--- config.mk ---
export PLATFORM = sky130hd
export DESIGN_NAME = keccak_stream_padder
export DESIGN_NICKNAME = d
export VERILOG_FILES = /design/src/rtl/keccak_stream_padder.sv
export SDC_FILE = /design/constraint.sdc
export NUM_CORES = 1
export LEC_CHECK = 0
export CORE_AREA = 2 2 257 259
export CTS_CLUSTER_SIZE = 24
export DETAILED_ROUTE_END_ITERATION = 6
export DIE_AREA = 0 0 259 261
export SLEW_MARGIN = 20
export SYNTH_ARGS = -nofsm -noshare
export SYNTH_HDL_FRONTEND = slang
export SYNTH_SLANG_ARGS = --single-unit
--- constraint.sdc ---
create_clock -name clk -period 3.3 [get_ports clk]
set_input_delay 0.825 -clock clk [delete_from_list [all_inputs] [get_ports clk]]
set_output_delay 0.825 -clock clk [all_outputs]
set_load 0.02 [all_outputs]
--- src/rtl/keccak_stream_padder.sv ---
// Keccak pad10*1 stream padder: packs W-bit message words into rate blocks
// and hands each block to the permutation core over a valid/ack handshake.
module keccak_stream_padder #(
  parameter int          W          = 64,
  parameter int          RATE_WORDS = 9,
  parameter logic [7:0]  PAD_BYTE   = 8'h01,
  parameter logic [7:0]  FINAL_BYTE = 8'h80,
  parameter int          BN_W       = $clog2(W/8)
) (
  input  logic                    clk,
  input  logic                    reset,
  input  logic [W-1:0]            in,
  input  logic                    in_valid,
  input  logic                    is_last,
  input  logic [BN_W-1:0]         byte_num,
  output logic                    in_ready,
  output logic [W*RATE_WORDS-1:0] out,
  output logic                    out_valid,
  output logic                    out_last,
  input  logic                    out_ack
);

  // state | meaning
  // FILL  | accepting message words
  // PAD   | writing zero words up to the end of the block
  // FULL  | block presented, waiting for out_ack
  localparam logic [1:0] S_FILL = 2'd0;
  localparam logic [1:0] S_PAD  = 2'd1;
  localparam logic [1:0] S_FULL = 2'd2;

  localparam int NB = W / 8;
  localparam int CW = $clog2(RATE_WORDS + 1);
  localparam int IW = (RATE_WORDS > 1) ? $clog2(RATE_WORDS) : 1;

  logic [1:0]    r_state;
  logic [CW-1:0] r_cnt;
  logic          r_valid;
  logic          r_last;
  logic [W-1:0]  r_words [RATE_WORDS];

  logic [W-1:0]  w_last_word;
  logic [W-1:0]  w_final_word;
  logic          w_at_end;
  logic [IW-1:0] w_idx;

  assign w_at_end     = (r_cnt == CW'(RATE_WORDS - 1));
  assign w_idx        = r_cnt[IW-1:0];
  assign w_final_word = {{(W-8){1'b0}}, FINAL_BYTE};

  // Keep bytes below byte_num, drop the pad byte after them, zero the rest.
  always_comb begin
    w_last_word = '0;
    for (int b = 0; b < NB; b++) begin
      if (BN_W'(b) < byte_num)
        w_last_word[W-1-8*b -: 8] = in[W-1-8*b -: 8];
      else if (BN_W'(b) == byte_num)
        w_last_word[W-1-8*b -: 8] = PAD_BYTE;
    end
  end

  assign in_ready = (r_state == S_FILL) && !reset;

  always_ff @(posedge clk) begin
    if (reset) begin
      r_state <= S_FILL;
      r_cnt   <= '0;
      r_valid <= 1'b0;
      r_last  <= 1'b0;
      for (int i = 0; i < RATE_WORDS; i++) r_words[i] <= '0;
    end else begin
      case (r_state)
        S_FILL: begin
          if (in_valid) begin
            r_cnt <= r_cnt + CW'(1);
            if (!is_last) begin
              r_words[w_idx] <= in;
              if (w_at_end) begin
                r_state <= S_FULL;
                r_valid <= 1'b1;
                r_last  <= 1'b0;
              end
            end else if (w_at_end) begin
              r_words[w_idx] <= w_last_word | w_final_word;
              r_state        <= S_FULL;
              r_valid        <= 1'b1;
              r_last         <= 1'b1;
            end else begin
              r_words[w_idx] <= w_last_word;
              r_state        <= S_PAD;
            end
          end
        end
        S_PAD: begin
          r_cnt <= r_cnt + CW'(1);
          if (w_at_end) begin
            r_words[w_idx] <= w_final_word;
            r_state        <= S_FULL;
            r_valid        <= 1'b1;
            r_last         <= 1'b1;
          end else begin
            r_words[w_idx] <= '0;
          end
        end
        S_FULL: begin
          if (out_ack) begin
            r_state <= S_FILL;
            r_cnt   <= '0;
            r_valid <= 1'b0;
            r_last  <= 1'b0;
          end
        end
        default: begin
          r_state <= S_FILL;
          r_cnt   <= '0;
          r_valid <= 1'b0;
          r_last  <= 1'b0;
        end
      endcase
    end
  end

  // Word 0 occupies the most significant W bits of the block.
  for (genvar g = 0; g < RATE_WORDS; g++) begin : g_out
    assign out[W*(RATE_WORDS-g)-1 -: W] = r_words[g];
  end

  assign out_valid = r_valid;
  assign out_last  = r_last;

endmodule

==> results.cfg <==
[clock_network]
htree_levels = 2
cts.sinks = 584
hold_buffers = 0
cts_tree = yes
cts_buffers = 60
clkLatencyLatePin_ns = 0.61
clk_pin_slew_ns = 0.06
cts_buffer_depth = 3
cts_setup_buffers = 0
cts.repair.resized = 0
cts-root-buf = clkbuf_16

[setup_path]
crit_fanout = 3
critPathTopFamily = buffers and inverters
r2r_start = r_state[0]
end_kind = output port
path_common_cell = clkdlybuf4s50_1
r2r_setup_slack_ns = 0.84
reg2reg_depth = 7
required_ns = 2.47
crit_slowest_cell = clkdlybuf4s50_1
crit_buf_inv = 3
arrival_ns = 2.36
reg2reg_to = r_words[4][50]
cp-start-kind = primary input
cp_cell_sequence = clkdlybuf4s50_1, or3_4, clkinv_2, clkdlybuf4s50_1
cpPeakStageDelay_ns = 0.65
worstSetupPathType = in2out

[floorplanning]
die_area_um2 = 67600
initial_core_util = 0.3266
placeableCoreArea_um2 = 65040
rows = 94
fp.dieH_um = 261
fp.dieW_um = 259
io_pins = 651

[power_and_ir_drop]
p_leak_nw = 11.32
vdd_drop_max_mv = 0.5115
power_density_nw_per_um2 = 563.4

[sta]
hold_violations = 0
fmax_ghz = 0.3144
period_share = 0.9638
rsz0062_at_grt = false
finalSetupViolations = 0
finalSetupTns_ns = 0
maxSlewViolCount = 0
fin_crit_ns = 3.180
skew_ns = 0.009934
worstMarginPinSlew_ns = 0.9279
slew_headroom = 0.3795
hold_slack_ns = 0.4838
worst_slack_ns = 0.1196

[final_layout]
syn_to_final_growth_pct = 47.86
final_util = 0.4829
fill_cells = 5599
fin_area_um2 = 31410
drive_above_1_share = 0.09888
fin_nets = 2160
multi_input_area_um2 = 3532
seqCellArea_um2 = 17460

[synthesis]
syn_area_um2 = 21240
synthCells = 1385
synthArstFlopShare = 0
synth_edf_count = 576
ys_types = 55
ys_seq_area_frac = 0.8219
ys_ff_latch = 584
yosysWarningCount = 0
syn-mean-instance-area_um2 = 15.34
synth_ff_type = edfxtp_1
synth_nets = 1461

[placed_design]
io_buffers = 650
dp_hpwl_mm = 52.00
gp_congestion = 0.8124
place_area_um2 = 29370
place_ws_ns = 0.05253

[worst_hold_path]
holdPathEnd = out_valid
hold_path_class = reg2reg
holdCritStartpoint = out_valid
worstHoldPathCells = 1

[global_route]
grt_pass1_vias = 14870
grt_max_degree = 59
antenna_found_initial = 8
grt_overflow = 0
grt_usage = 0.2209
grt_pass1_wl_mm = 107.1

[detailed_routing]
via_count = 14380
drt-initial-drc-count = 1065
ant_nets = 0
wl_per_cell_um = 25.58
drcViolationCount = 0
viasPerCell = 4.794
routed_wl_mm = 76.74
dr.pass1.iters = 6

[run]
max_cap_viol_count = 0

[status]
outcome = completed
-- power by group --
| part | leakage, nW | switching (mW) | internal [mW] |
|---|---|---|---|
| Clock | 0.991 | 2.88 | 4.15 |
| Combinational | 4.30 | 1.27 | 0.786 |
| Sequential | 6.03 | 0.116 | 8.50 |
-- per-stage QoR --
| stage | cells | power [mW] |
|---|---|---|
| 2_1_floorplan | 1385 | 9.622 |
| 3_3_place_gp | 2886 | 10.83 |
| 3_5_place_dp | 2886 | 10.85 |
| 4_1_cts | 2998 | 17.84 |
| 5_1_grt | 2999 | 18.19 |
| 6_report | 3000 | 17.70 |
-- state kept, by name, indices dropped and copies added (netlist names) --
register	flops
out_last	1
out_valid	1
r_cnt	4
r_state	2
r_words	576
-- synthesized netlist by cell type, types with 4 or more instances --
master / n / area, um^2
edfxtp_1: 576 / 17300
nor2_1: 492 / 1847
and2_1: 57 / 356.6
nand2_1: 39 / 146.4
nor3_1: 34 / 170.2
buf_2: 33 / 165.2
clkbuf_1: 29 / 108.9
nand2_2: 16 / 100.1
and3_1: 10 / 62.56
nand2b_1: 9 / 56.30
dfxtp_1: 8 / 160.2
a31oi_2: 6 / 75.07
inv_1: 5 / 18.77
nor3_4: 5 / 81.33
ha_1: 4 / 50.05
-- cell usage in the layout (no fill, tap or decap), drive strengths merged, types with 9 or more instances in the layout --
cell | synthesis | layout
clkbuf | 29 | 68
and3 | 10 | 10
clkinv | 1 | 28
bufinv | 0 | 10
buf | 42 | 58
nor3 | 42 | 42
nor2 | 493 | 493
nand2b | 9 | 9
nand2 | 55 | 55
clkdlybuf4s50 | 0 | 650
and2 | 57 | 57
edfxtp | 576 | 576
-- area by class of cell --
class / instances / share of cell area
Timing Repair Buffer: 708 / 0.2318
Tap cell: 864 / 0.03442
Inverter: 6 / 0.0007569
Multi-Input combinational cell: 724 / 0.1125
Antenna cell: 2 / 0.0001594
Clock buffer: 68 / 0.04944
Sequential cell: 584 / 0.5558
Clock inverter: 44 / 0.01514
-- worst max-delay path by stage --
stage | slack [ns] | depth (start not counted) | startpoint | endpoint
6_report | 0.12 | 4 | reset | in_ready
3_5_place_dp | 0.05 | 6 | in_valid | r_words[7][49]
5_1_grt | 0.06 | 4 | reset | in_ready
4_1_cts | 0.10 | 4 | reset | in_ready
3_3_place_gp | 0.08 | 6 | byte_num[2] | r_words[1][52]
2_1_floorplan | 0.42 | 6 | reset | r_words[7][0]
-- routing by layer --
| metal | up-vias | part of all wire | track usage |
|---|---|---|---|
| met4 | 12 | 0.027 | 0.06214 |
| met2 | 666 | 0.51 | 0.3878 |
| met3 | 144 | 0.088 | 0.06659 |
| met1 | 7267 | 0.37 | 0.2627 |
| met5 | - | 0.00094 | 0 |
| li1 | 6294 | - | - |
-- kinds of logic (layout without fill, tap and decap cells) --
family	count (synthesis)	after routing	share of synthesized area
AND/OR/NAND/NOR	684	684	0.1425
flip-flops	584	584	0.8219
buffers and inverters	77	826	0.01720
AO/OA/AOI/OAI	30	30	0.01308
adder cells (fa/ha/maj)	4	4	0.002356
multiplexers	4	4	0.002179
XOR/XNOR	2	2	0.0008248
other	0	2	0
(Power assumes the default switching activity.)
